===== src/rtl/mem_port_arbiter_if.sv =====
// Two-master data-memory port bundle: pipeline (M0), loader/DMA (M1) and the
// single-ported data memory behind the arbiter.
interface mem_port_arbiter_if;
    logic        m0_req;
    logic        m0_we;
    logic [31:0] m0_addr;
    logic [31:0] m0_wdata;
    logic        m0_gnt;
    logic        m0_rvalid;

    logic        m1_req;
    logic        m1_we;
    logic        m1_lock;
    logic [31:0] m1_addr;
    logic [31:0] m1_wdata;
    logic        m1_gnt;
    logic        m1_rvalid;
    logic        m1_err;

    logic [31:0] rdata;

    logic [31:0] mem_addr;
    logic [31:0] mem_wdata;
    logic        mem_read;
    logic        mem_write;
    logic [31:0] mem_rdata;

    // Arbiter side
    modport slave (
        input  m0_req, m0_we, m0_addr, m0_wdata,
        output m0_gnt, m0_rvalid,
        input  m1_req, m1_we, m1_lock, m1_addr, m1_wdata,
        output m1_gnt, m1_rvalid, m1_err,
        output rdata,
        output mem_addr, mem_wdata, mem_read, mem_write,
        input  mem_rdata
    );

    // Requester / memory side
    modport master (
        output m0_req, m0_we, m0_addr, m0_wdata,
        input  m0_gnt, m0_rvalid,
        output m1_req, m1_we, m1_lock, m1_addr, m1_wdata,
        input  m1_gnt, m1_rvalid, m1_err,
        input  rdata,
        input  mem_addr, mem_wdata, mem_read, mem_write,
        output mem_rdata
    );
endinterface


===== src/rtl/mem_port_arbiter.sv =====
// Two-master arbiter for a single data-memory port.
//
//  state | meaning
//  ------+---------------------------------------------------------------
//  ARB   | alternate between masters when both request (favour != last)
//  LOCK  | M1 owns the port back-to-back while m1_req & m1_lock, bounded
//        | by MAX_LOCK consecutive grants
//
// M1 accesses with addr[30]=1 (peripheral space) are granted but never reach
// memory; they are answered with a one-cycle m1_err instead.
module mem_port_arbiter #(
    parameter int unsigned MAX_LOCK = 8
) (
    input  logic                clk,
    input  logic                reset,
    mem_port_arbiter_if.slave   bus
);
    typedef enum logic {ST_ARB = 1'b0, ST_LOCK = 1'b1} state_t;

    localparam logic [3:0] MAX_CNT = 4'(MAX_LOCK);

    state_t     state, state_nxt;
    logic       last, last_nxt;
    logic [3:0] lock_cnt, lock_cnt_nxt;
    logic [3:0] cnt_inc;
    logic       gnt0, gnt1;
    logic       m1_periph;
    logic       lock_hold;
    logic       rd_strobe;

    assign m1_periph = bus.m1_addr[30];
    assign lock_hold = (state == ST_LOCK) && bus.m1_req && bus.m1_lock;
    assign cnt_inc   = lock_cnt + 4'd1;

    // State, last-granted and lock counter registers
    always_ff @(posedge clk or negedge reset) begin
        if (!reset) begin
            state    <= ST_ARB;
            last     <= 1'b1;
            lock_cnt <= 4'd0;
        end else begin
            state    <= state_nxt;
            last     <= last_nxt;
            lock_cnt <= lock_cnt_nxt;
        end
    end

    // Next state: enter/continue LOCK only on a locked M1 memory grant
    always_comb begin
        state_nxt    = ST_ARB;
        last_nxt     = last;
        lock_cnt_nxt = 4'd0;
        if (gnt0) last_nxt = 1'b0;
        if (gnt1) last_nxt = 1'b1;
        if (gnt1 && bus.m1_lock && (lock_hold || !m1_periph)) begin
            if (cnt_inc == MAX_CNT) begin
                state_nxt    = ST_ARB;
                lock_cnt_nxt = 4'd0;
            end else begin
                state_nxt    = ST_LOCK;
                lock_cnt_nxt = cnt_inc;
            end
        end
    end

    // Outputs: grant selection and memory port mux, all forced low in reset
    always_comb begin
        gnt0          = 1'b0;
        gnt1          = 1'b0;
        rd_strobe     = 1'b0;
        bus.mem_addr  = 32'd0;
        bus.mem_wdata = 32'd0;
        bus.mem_read  = 1'b0;
        bus.mem_write = 1'b0;
        if (reset) begin
            if (lock_hold) begin
                gnt1 = 1'b1;
            end else if (bus.m0_req && bus.m1_req) begin
                gnt0 = last;
                gnt1 = !last;
            end else begin
                gnt0 = bus.m0_req;
                gnt1 = bus.m1_req && !bus.m0_req;
            end
        end
        if (gnt0) begin
            bus.mem_addr  = bus.m0_addr;
            bus.mem_wdata = bus.m0_wdata;
            rd_strobe     = !bus.m0_we;
            bus.mem_write = bus.m0_we;
        end else if (gnt1) begin
            bus.mem_addr  = bus.m1_addr;
            bus.mem_wdata = bus.m1_wdata;
            rd_strobe     = !bus.m1_we && !m1_periph;
            bus.mem_write = bus.m1_we && !m1_periph;
        end
        bus.mem_read = rd_strobe;
        bus.m0_gnt   = gnt0;
        bus.m1_gnt   = gnt1;
    end

    // Read-data capture and one-cycle completion flags
    always_ff @(posedge clk or negedge reset) begin
        if (!reset) begin
            bus.rdata     <= 32'd0;
            bus.m0_rvalid <= 1'b0;
            bus.m1_rvalid <= 1'b0;
            bus.m1_err    <= 1'b0;
        end else begin
            bus.m0_rvalid <= gnt0 && !bus.m0_we;
            bus.m1_rvalid <= gnt1 && !bus.m1_we && !m1_periph;
            bus.m1_err    <= gnt1 && m1_periph;
            if (rd_strobe) bus.rdata <= bus.mem_rdata;
        end
    end
endmodule


===== src/flat_wrapper.sv =====
// flat-port wrapper written by rule: the top's interface ports become plain ports
module mem_port_arbiter_flat 
#(
    parameter int unsigned MAX_LOCK = 8
)
  (clk, reset, bus_m0_req, bus_m0_we, bus_m0_addr, bus_m0_wdata, bus_m0_gnt, bus_m0_rvalid, bus_m1_req, bus_m1_we, bus_m1_lock, bus_m1_addr, bus_m1_wdata, bus_m1_gnt, bus_m1_rvalid, bus_m1_err, bus_rdata, bus_mem_addr, bus_mem_wdata, bus_mem_read, bus_mem_write, bus_mem_rdata);
  mem_port_arbiter_if bus_i ();
  input  logic clk;
  input  logic reset;
  input wire logic [$bits(bus_i.m0_req)-1:0] bus_m0_req;
  input wire logic [$bits(bus_i.m0_we)-1:0] bus_m0_we;
  input wire logic [$bits(bus_i.m0_addr)-1:0] bus_m0_addr;
  input wire logic [$bits(bus_i.m0_wdata)-1:0] bus_m0_wdata;
  output wire logic [$bits(bus_i.m0_gnt)-1:0] bus_m0_gnt;
  output wire logic [$bits(bus_i.m0_rvalid)-1:0] bus_m0_rvalid;
  input wire logic [$bits(bus_i.m1_req)-1:0] bus_m1_req;
  input wire logic [$bits(bus_i.m1_we)-1:0] bus_m1_we;
  input wire logic [$bits(bus_i.m1_lock)-1:0] bus_m1_lock;
  input wire logic [$bits(bus_i.m1_addr)-1:0] bus_m1_addr;
  input wire logic [$bits(bus_i.m1_wdata)-1:0] bus_m1_wdata;
  output wire logic [$bits(bus_i.m1_gnt)-1:0] bus_m1_gnt;
  output wire logic [$bits(bus_i.m1_rvalid)-1:0] bus_m1_rvalid;
  output wire logic [$bits(bus_i.m1_err)-1:0] bus_m1_err;
  output wire logic [$bits(bus_i.rdata)-1:0] bus_rdata;
  output wire logic [$bits(bus_i.mem_addr)-1:0] bus_mem_addr;
  output wire logic [$bits(bus_i.mem_wdata)-1:0] bus_mem_wdata;
  output wire logic [$bits(bus_i.mem_read)-1:0] bus_mem_read;
  output wire logic [$bits(bus_i.mem_write)-1:0] bus_mem_write;
  input wire logic [$bits(bus_i.mem_rdata)-1:0] bus_mem_rdata;
  assign bus_i.m0_req = bus_m0_req;
  assign bus_i.m0_we = bus_m0_we;
  assign bus_i.m0_addr = bus_m0_addr;
  assign bus_i.m0_wdata = bus_m0_wdata;
  assign bus_m0_gnt = bus_i.m0_gnt;
  assign bus_m0_rvalid = bus_i.m0_rvalid;
  assign bus_i.m1_req = bus_m1_req;
  assign bus_i.m1_we = bus_m1_we;
  assign bus_i.m1_lock = bus_m1_lock;
  assign bus_i.m1_addr = bus_m1_addr;
  assign bus_i.m1_wdata = bus_m1_wdata;
  assign bus_m1_gnt = bus_i.m1_gnt;
  assign bus_m1_rvalid = bus_i.m1_rvalid;
  assign bus_m1_err = bus_i.m1_err;
  assign bus_rdata = bus_i.rdata;
  assign bus_mem_addr = bus_i.mem_addr;
  assign bus_mem_wdata = bus_i.mem_wdata;
  assign bus_mem_read = bus_i.mem_read;
  assign bus_mem_write = bus_i.mem_write;
  assign bus_i.mem_rdata = bus_mem_rdata;
  mem_port_arbiter #(.MAX_LOCK(MAX_LOCK)) u_core (.clk(clk), .reset(reset), .bus(bus_i));
endmodule

===== config.mk =====
export PLATFORM = sky130hd
export DESIGN_NAME = mem_port_arbiter_flat
export DESIGN_NICKNAME = d
export VERILOG_FILES = /design/src/rtl/mem_port_arbiter_if.sv /design/src/rtl/mem_port_arbiter.sv /design/src/flat_wrapper.sv
export SDC_FILE = /design/constraint.sdc
export NUM_CORES = 1
export LEC_CHECK = 0
export BUFFER_PORTS_ARGS = -buffer_cell sky130_fd_sc_hd__clkbuf_2
export CAP_MARGIN = 20
export CORE_AREA = 2 2 105 107
export DETAILED_ROUTE_END_ITERATION = 16
export DIE_AREA = 0 0 107 109
export SYNTH_ARGS = -nofsm -noshare
export SYNTH_HDL_FRONTEND = slang
export SYNTH_SLANG_ARGS = --single-unit

===== constraint.sdc =====
create_clock -name clk -period 5.5 [get_ports clk]
set_input_delay 1.1 -clock clk [delete_from_list [all_inputs] [get_ports clk]]
set_output_delay 1.1 -clock clk [all_outputs]
set_load 0.005 [all_outputs]

==> results.cfg, run 1 <==
[timing]
rsz0062_at_grt = false
drv_slew = 0
setup_viol = 0
fin_crit_sh_pct = 73.5
max_freq_ghz = 0.247
worstMarginPinSlew_ns = 0.574
finalSetupTns_ns = 0
min_period_ns = 4.04
slew_headroom_pct = 61.7
hold_viol_final = 0
finalClockSkew_ns = 0.00632

[finish]
final_util_pct = 37.4
mostFrequentLayoutCells = clkbuf_2, a22o_1, dfrtp_1, mux2_4, nand2_1
final_common_cell = clkbuf_2
layout-drive-gt1-share_pct = 70.1
diodes = 0
fin_nets = 619
syn2layout_area_growth_pct = 67.9
design_area_um2 = 3960

[placed_design]
post_dp_cell_area_um2 = 3850
dp_hpwl_mm = 8.24
gp_congestion = 0.786
io_buffers = 269

[hold_path]
min_path_type = register to register

[cts]
cts_root_buf = clkbuf_8
cts_buffers = 5
clockBufferDepth = 2
post_cts_buffers = 0
ctsResizeCount = 0
clk_pin_slew_worst_paths_ns = 0.08
clk_latency_ns = 0.29
cts_sinks = 41
cts_tree = built
cts_hold_buf = 0
ctsHtreeMaxLevel = 2

[synth]
syn_avg_cell_area_um2 = 12.6
ys_ff_latch = 41
synthFlopType = dfrtp_1
yosysSeqAreaShare_pct = 43.5
synthesis.nets = 355
synth-async-reset-ratio_pct = 100
yosys_warnings = 0
yosys.cell_types.count = 30
synthCells = 187
syn_area_um2 = 2360
synth_edf_count = 0

[critical_path]
max_stage_delay_ns = 0.44
crit_path_end_kind = output port
crit_path_max_fanout = 47
crit_required_ns = 4.40
start_kind = input port
cpMaxStageDelayCell = buf_4
path_cells = clkbuf_2 > buf_4 > nand2_1 > a31oi_4 > buf_4 > and2_1 > a21o_1 > clkbuf_2
crit_family = buffers and inverters
cp_num_buf_inv = 4
critPathKind = input port to output port
cp_data_arrival_time_ns = 2.94

[floorplanning]
die_height_um = 109
die_area_um2 = 11700
die_x_um = 107
num_io_pins = 270
core-area_um2 = 10600
core.rowCount = 38
initial_utilization_pct = 22.3

[power]
p_sw_uw = 291
clkPwrFrac_pct = 23.7
p_int_uw = 729
pwr-share-comb_pct = 36.5
p_seq_share_pct = 39.8
power_density_nw_per_um2 = 257
ir_worst_vdd_mv = 0.124
power.leakage_nw = 2.32
switching_share_pct = 28.5

[drt]
first_pass_iters = 4
drc_errors = 0
vias_per_cell = 4.47
routedWlPerCell_um = 16.5
drt-met1-wl_mm = 3.68
drt-initial-drc-count = 142
highest_layer = met4
wl_met2_mm = 5.33
met3WireLength_um = 677
wirelength_mm = 9.77
antenna_left = 0
num_vias = 2646

[global_routing]
gr-total-overflow = 0
grt_pass1_vias = 2479
grt_usage_pct = 15.6
antenna_found_initial = 0
grt_max_degree = 49
grt_pass1_wl_mm = 13.7

[run_status]
run_status = finished, final reports clean

[job]
maxCapViolCount = 0
[stage by stage]
| stage | hold WS [ns] | worst slack [ns] | total power, mW | instances |
|---|---|---|---|---|
| 6_report | 0.497 | 1.46 | 1.02 | 592 |
| 3_5_place_dp | 0.485 | 1.40 | 0.789 | 584 |
| 2_1_floorplan | 0.453 | 2.29 | 0.583 | 187 |
| 4_1_cts | 0.504 | 1.39 | 1.04 | 592 |
| 5_1_grt | 0.526 | 1.19 | 1.08 | 592 |
| 3_3_place_gp | 0.471 | 1.47 | 0.782 | 584 |
[flip-flops by register name, indices dropped and copies added (netlist names)]
signal                count
u_core.bus.rdata         32
u_core.bus.m1_err         1
u_core.state              1
u_core.last               1
u_core.bus.m0_rvalid      1
u_core.bus.m1_rvalid      1
u_core.lock_cnt           4
[synthesized netlist by cell type (2+ instances only)]
cell / n / area, um2
buf_2: 5 / 25.0
mux2_1: 3 / 33.8
buf_1: 2 / 7.51
dfrtp_1: 40 / 1000
xnor2_1: 2 / 17.5
clkbuf_1: 7 / 26.3
a22o_1: 63 / 552
buf_6: 3 / 33.8
nand2_1: 6 / 22.5
a21oi_1: 3 / 15.0
inv_1: 5 / 18.8
mux2_4: 29 / 435
nor2_1: 2 / 7.51
[per-layer routing]
metal,global-route usage (%),up-vias
li1,-,1259
met1,18.8,1248
met2,28.3,131
met3,3.47,8
met4,3.34,0
met5,0,-
[power by group through the flow]
stage / Clock [mW] / Sequential [mW] / Combinational [mW]
after global placement: 0 / 0.407 / 0.375
after detailed placement: 0 / 0.410 / 0.378
after global routing: 0.264 / 0.414 / 0.406
after floorplan: 0 / 0.414 / 0.170
final: 0.242 / 0.405 / 0.373
after CTS: 0.252 / 0.406 / 0.381
[cells by family (layout without fill, tap and decap cells)]
family | after synthesis | count (layout) | share of synthesized area [%]
AOI/OAI and AO/OA | 76 | 76 | 28.0
DFF | 41 | 41 | 43.5
muxes | 32 | 32 | 19.9
buffers and inverters | 22 | 287 | 4.72
and+or+nand+nor | 13 | 13 | 2.60
xor gates and xnor gates | 2 | 2 | 0.742
adders and majority gates | 1 | 1 | 0.530
[cell type report]
cell class	count	area, um2
flip-flops and latches	41	1030
clock buffers	6	72.6
well taps	140	175
clock inverters	2	38.8
fillers	1061	6640
inverters	5	18.8
multi-input cells	124	1250
repair buffers	274	1380
[final timing paths]
kind | startpoint | to | slack, ns | depth (start not counted)
min in group asynchronous | reset | u_core.bus.rdata[0] | 0.88 | 2
hold reg to reg | u_core.bus.rdata[23] | u_core.bus.rdata[23] | 0.50 | 1
setup / recovery | reset | bus_mem_addr[30] | 1.46 | 8
max in group asynchronous | reset | u_core.last | 4.24 | 2
hold / removal | u_core.bus.rdata[23] | u_core.bus.rdata[23] | 0.50 | 1
setup reg to reg | u_core.last | u_core.bus.rdata[22] | 3.41 | 5
Power figures use the tool's default switching activity.
==> inputs of run 2 (changes only) <==
Settings changed: ABC_AREA set to 1.
Clock period 5.5 ns to 4 ns, I/O delays scaled along.
==> results.cfg, run 2 <==
[placed_design]
post_dp_cell_area_um2 = 3950
gp_congestion = 0.935
dp_slack_ns = 0.705
io_buffers = 269
place_inst = 785
dp_hpwl_mm = 9.17

[finish]
layout-drive-gt1-share_pct = 44.6
mostFrequentLayoutCells = clkbuf_2, nand2_1, dfrtp_1, nand3_1, nor2_1
final_util_pct = 38.4
largestRegisters = u_core.bus.rdata (32), u_core.lock_cnt (4)
regMostFlops = u_core.bus.rdata
final_common_cell = clkbuf_2
design_area_um2 = 4070
largest_reg_flops = 32
layout.cells.non_filler = 794
fin_nets = 820
syn2layout_area_growth_pct = 61.5

[cts]
cts_sinks = 41
post_cts_buffers = 0
ctsResizeCount = 0
cts_hold_buf = 0
clockBufferDepth = 2
ctsHtreeMaxLevel = 2
cts_root_buf = clkbuf_8
cts_tree = built
cts_buffers = 5
clk_latency_ns = 0.29
clk_pin_slew_worst_paths_ns = 0.08

[global_routing]
grt_usage_pct = 18.0
grt_max_degree = 41
grt_pass1_vias = 3263
met2_usage_pct = 30.0
gr-total-overflow = 0
grt_pass1_wl_mm = 16.5
antenna_found_initial = 2
grtUsageMet1_pct = 23.4
globalRouteMet3Util_pct = 4.54
top_usage_layer = met2

[synth]
synthTopCellsByArea = dfrtp_1, nand2_1, nand3_1, buf_4, buf_6
synth_top_cells_by_count = nand2_1, dfrtp_1, nand3_1
synth-async-reset-ratio_pct = 100
synth_edf_count = 0
synthCells = 394
synthesis.nets = 562
yosys.cell_types.count = 22
synthFlopType = dfrtp_1
syn_area_um2 = 2520
yosys.area.top_type_share_pct = 39.7
synth.largest_area_cell = dfrtp_1
syn_avg_cell_area_um2 = 6.39
synth.most_common_cell = nand2_1
ys_ff_latch = 41
yosysSeqAreaShare_pct = 40.8
yosys_warnings = 0

[power]
ir_worst_vdd_mv = 0.229
power.leakage_nw = 2.67
finalPower_mw = 1.34
power_density_nw_per_um2 = 329

[drt]
wirelength_mm = 11.2
antenna_left = 0
routedWlPerCell_um = 14.1
drt-initial-drc-count = 263
first_pass_iters = 4
vias_per_cell = 4.35
drc_errors = 0
num_vias = 3450

[critical_path]
max_stage_delay_ns = 0.52
cpMaxStageDelayCell = and3_2
start_kind = input port
critPathKind = input port to output port
cp_data_arrival_time_ns = 2.44
crit_path_max_fanout = 39
crit_top_cell = nand2_1
crit_path_end_kind = output port
path_cells = clkbuf_2 > nand2_1 > clkinv_1 > and3_2 > buf_12 > nand2_1 > nand2_1 > clkbuf_2
crit_required_ns = 3.20

[timing]
worstMarginPinSlew_ns = 0.585
setup_viol = 0
hold_viol_final = 0
rsz0062_at_grt = false
setup_slack_ns = 0.759
fin_crit_sh_pct = 81.0
drv_slew = 0
whs_ns = 0.403
max_freq_ghz = 0.309
finalSetupTns_ns = 0
finalClockSkew_ns = 0.00540
min_period_ns = 3.24
slew_headroom_pct = 60.9

[floorplanning]
die_x_um = 107
initial_utilization_pct = 23.8
die_area_um2 = 11700
num_io_pins = 270
core.rowCount = 38
die_height_um = 109
core-area_um2 = 10600

[run_status]
run_status = finished, final reports clean

[hold_path]
min_path_type = input port to asynchronous set/reset pin

[job]
maxCapViolCount = 0
[run 2: cell types whose count changed after synthesis, moves of 6 or more]
cell     delta
nand2_1   +258
a22o_1     -63
nand3_1    +33
mux2_4     -29
buf_4       +6
nor2_1      +6
[run 2: layer usage]
| metal | vias to the layer above | routed length (um) |
|---|---|---|
| met5 | - | 13 |
| met4 | 2 | 204 |
| met2 | 161 | 5260 |
| met1 | 1560 | 4750 |
| li1 | 1713 | - |
| met3 | 14 | 953 |
[run 2: area by class of cell]
| type | instances | area, um2 |
|---|---|---|
| repair buffers | 275 | 1400 |
| inverters | 9 | 33.8 |
| fillers | 1177 | 6530 |
| multi-input cells | 320 | 1310 |
| diodes | 1 | 2.50 |
| clock inverters | 2 | 37.5 |
| flip-flops and latches | 41 | 1030 |
| clock buffers | 6 | 82.6 |
| well taps | 140 | 175 |
[run 2: worst max-delay path: cells and delay by family]
family / cells / cell delay (ns)
buf+inv: 4 / 0.77
simple gates: 4 / 0.84
[run 2: logic make-up (layout without fill, tap and decap cells)]
group / Yosys count / count (layout) / synth area share [%]
other: 0 / 1 / 0
xor gates and xnor gates: 3 / 3 / 1.04
DFF: 41 / 41 / 40.8
adders and majority gates: 1 / 1 / 0.497
buffers and inverters: 33 / 292 / 7.40
AOI/OAI and AO/OA: 3 / 3 / 0.696
and+or+nand+nor: 313 / 313 / 49.6
[run 2: path summary, 6_finish.rpt]
path	start	end	slack [ns]	depth (start not counted)
setup / recovery	reset	bus_mem_addr[5]	0.76	8
hold / removal	reset	u_core.state	0.40	1
setup reg to reg	u_core.last	u_core.bus.rdata[30]	2.50	6
hold reg to reg	u_core.last	u_core.last	0.52	2
max in group asynchronous	reset	u_core.bus.rdata[20]	2.87	2
min in group clk	u_core.last	u_core.last	0.52	2
[run 2: power by group]
| group | total, mW | switching, mW | internal [mW] | leakage (nW) |
|---|---|---|---|---|
| registers | 0.548 | 0.0500 | 0.498 | 0.519 |
| clock network | 0.344 | 0.142 | 0.203 | 0.0574 |
| logic | 0.448 | 0.230 | 0.219 | 2.10 |
| total | 1.34 | 0.421 | 0.919 | 2.67 |
==> inputs of run 3 (changes only) <==
Clock period 4 ns to 3.14 ns, I/O delays scaled along.
==> results.cfg, run 3 (synthesis results as in run 2) <==
[finish]
fin_nets = 821
multi_input_area_um2 = 1310
largestRegisters = u_core.bus.rdata (32), u_core.lock_cnt (4)
fillers = 1169
final_common_cell = clkbuf_2
mostFrequentLayoutCells = clkbuf_2, nand2_1, dfrtp_1, nand3_1, nor2_1
regArea_um2 = 1030
layout.cells.non_filler = 793
largest_reg_flops = 32
regMostFlops = u_core.bus.rdata
layout-drive-gt1-share_pct = 44.6
design_area_um2 = 4080
syn2layout_area_growth_pct = 62.1
diodes = 0

[power]
p_sw_uw = 533
p_seq_share_pct = 41.4
power.leakage_nw = 2.68
switching_share_pct = 31.7
pwr-share-comb_pct = 34.4
clkPwrFrac_pct = 24.3
finalPower_mw = 1.68
power_density_nw_per_um2 = 412
p_int_mw = 1.15
ir_worst_vdd_mv = 0.271

[global_routing]
top_usage_layer = met2
grt_pass1_wl_mm = 16.8
grt_max_degree = 42
antenna_found_initial = 2
grtUsageMet1_pct = 23.7
met2_usage_pct = 29.5
globalRouteMet3Util_pct = 6.22
gr-total-overflow = 0
grt_pass1_vias = 3212
grt_usage_pct = 18.5

[drt]
routedWlPerCell_um = 14.6
first_pass_iters = 4
wirelength_mm = 11.6
antenna_left = 0
vias_per_cell = 4.40
drt-initial-drc-count = 261
drc_errors = 0
num_vias = 3486

[critical_path]
crit_path_max_fanout = 24
crit_path_end_kind = output port
crit_top_cell = nand2_1
crit_family = simple AND/OR/NAND/NOR gates
cpMaxStageDelayCell = dfstp_2
crit_required_ns = 2.51
critPathKind = register to output port
cp_data_arrival_time_ns = 2.02
path_cells = inv_1 > nand2_1 > and3_2 > buf_12 > nand2_1 > o21ai_0 > clkbuf_2
cp_num_buf_inv = 3
max_stage_delay_ns = 0.54
start_kind = register

[timing]
min_period_ns = 2.65
max_freq_ghz = 0.377
hold_viol_final = 0
worstMarginPinSlew_ns = 0.523
fin_crit_sh_pct = 84.4
rsz0062_at_grt = false
setup_viol = 0
slew_headroom_pct = 65.1
finalSetupTns_ns = 0
finalClockSkew_ns = 0.00383
drv_slew = 0

[cts]
ctsHtreeMaxLevel = 2
ctsResizeCount = 0
cts_buffers = 5
clockBufferDepth = 2
cts_hold_buf = 0
post_cts_buffers = 0
clk_pin_slew_worst_paths_ns = 0.08
cts_tree = built
cts_sinks = 41
cts_root_buf = clkbuf_8
clk_latency_ns = 0.29

[floorplanning]
die_height_um = 109
core.rowCount = 38
die_x_um = 107
initial_utilization_pct = 23.8
num_io_pins = 270
core-area_um2 = 10600
die_area_um2 = 11700

[placed_design]
dp_hpwl_mm = 9.31
place_inst = 786
post_dp_cell_area_um2 = 3980
gp_congestion = 1.07
io_buffers = 269

[hold_path]
min_path_type = input port to asynchronous set/reset pin

[job]
maxCapViolCount = 0

[run_status]
run_status = finished, final reports clean
==> run 3: changes by cell type in the layout (fill, tap and decap cells not counted) <==
cell,before,now
clkinv_2,0,1
diode_2,1,0
buf_12,1,3
clkbuf_8,6,5
buf_4,5,4
clkinvlp_4,1,0
==> run 3: per-layer routing <==
metal | vias up | part of all wire, %
met4 | 4 | 2.4
li1 | 1715 | -
met5 | - | 0.25
met1 | 1576 | 42
met3 | 26 | 9.8
met2 | 165 | 46
==> run 3: power by group through the flow <==
stage	Clock, mW	Combinational [mW]	Sequential, mW
after global placement	0	0.577	0.702
after floorplan	0	0.232	0.706
after CTS	0.420	0.586	0.697
after global routing	0.446	0.648	0.708
final	0.408	0.578	0.696
after detailed placement	0	0.584	0.703
==> run 3: path summary, 6_finish.rpt <==
| path | from | endpoint | slack (ns) | cells past startpoint |
|---|---|---|---|---|
| max | u_core.last | bus_mem_addr[30] | 0.49 | 7 |
| min | reset | u_core.bus.m1_err | 0.14 | 1 |
| min reg2reg | u_core.bus.rdata[4] | u_core.bus.rdata[4] | 0.52 | 2 |
| min in group clk | u_core.bus.rdata[4] | u_core.bus.rdata[4] | 0.52 | 2 |
| max in group asynchronous | reset | u_core.bus.rdata[17] | 2.28 | 2 |
| max reg2reg | u_core.last | u_core.last | 1.55 | 5 |
==> run 3: layout make-up <==
type / count / area share (%)
Clock buffer: 5 / 1.69
Clock inverter: 2 / 0.858
Inverter: 9 / 0.827
Multi-Input combinational cell: 320 / 32.0
Sequential cell: 41 / 25.2
Tap cell: 140 / 4.29
Timing Repair Buffer: 276 / 35.2
==> run 3: worst reg2reg max path, delay by kind of cell (launching register included) <==
family / cells / cell delay [ns]
AND/OR/NAND/NOR: 2 / 0.61
flip-flops: 1 / 0.54
buffers and inverters: 2 / 0.28
AO/OA/AOI/OAI: 1 / 0.09
==> run 3: through the flow <==
stage / setup WS (ns) / utilization [%] / hold WS, ns
after floorplan: 1.13 / - / 0.332
after global placement: 0.573 / 37.5 / 0.443
after detailed placement: 0.543 / 37.5 / 0.448
after CTS: 0.467 / 38.5 / 0.133
after global routing: 0.359 / 38.5 / 0.125
final: 0.490 / 38.5 / 0.141
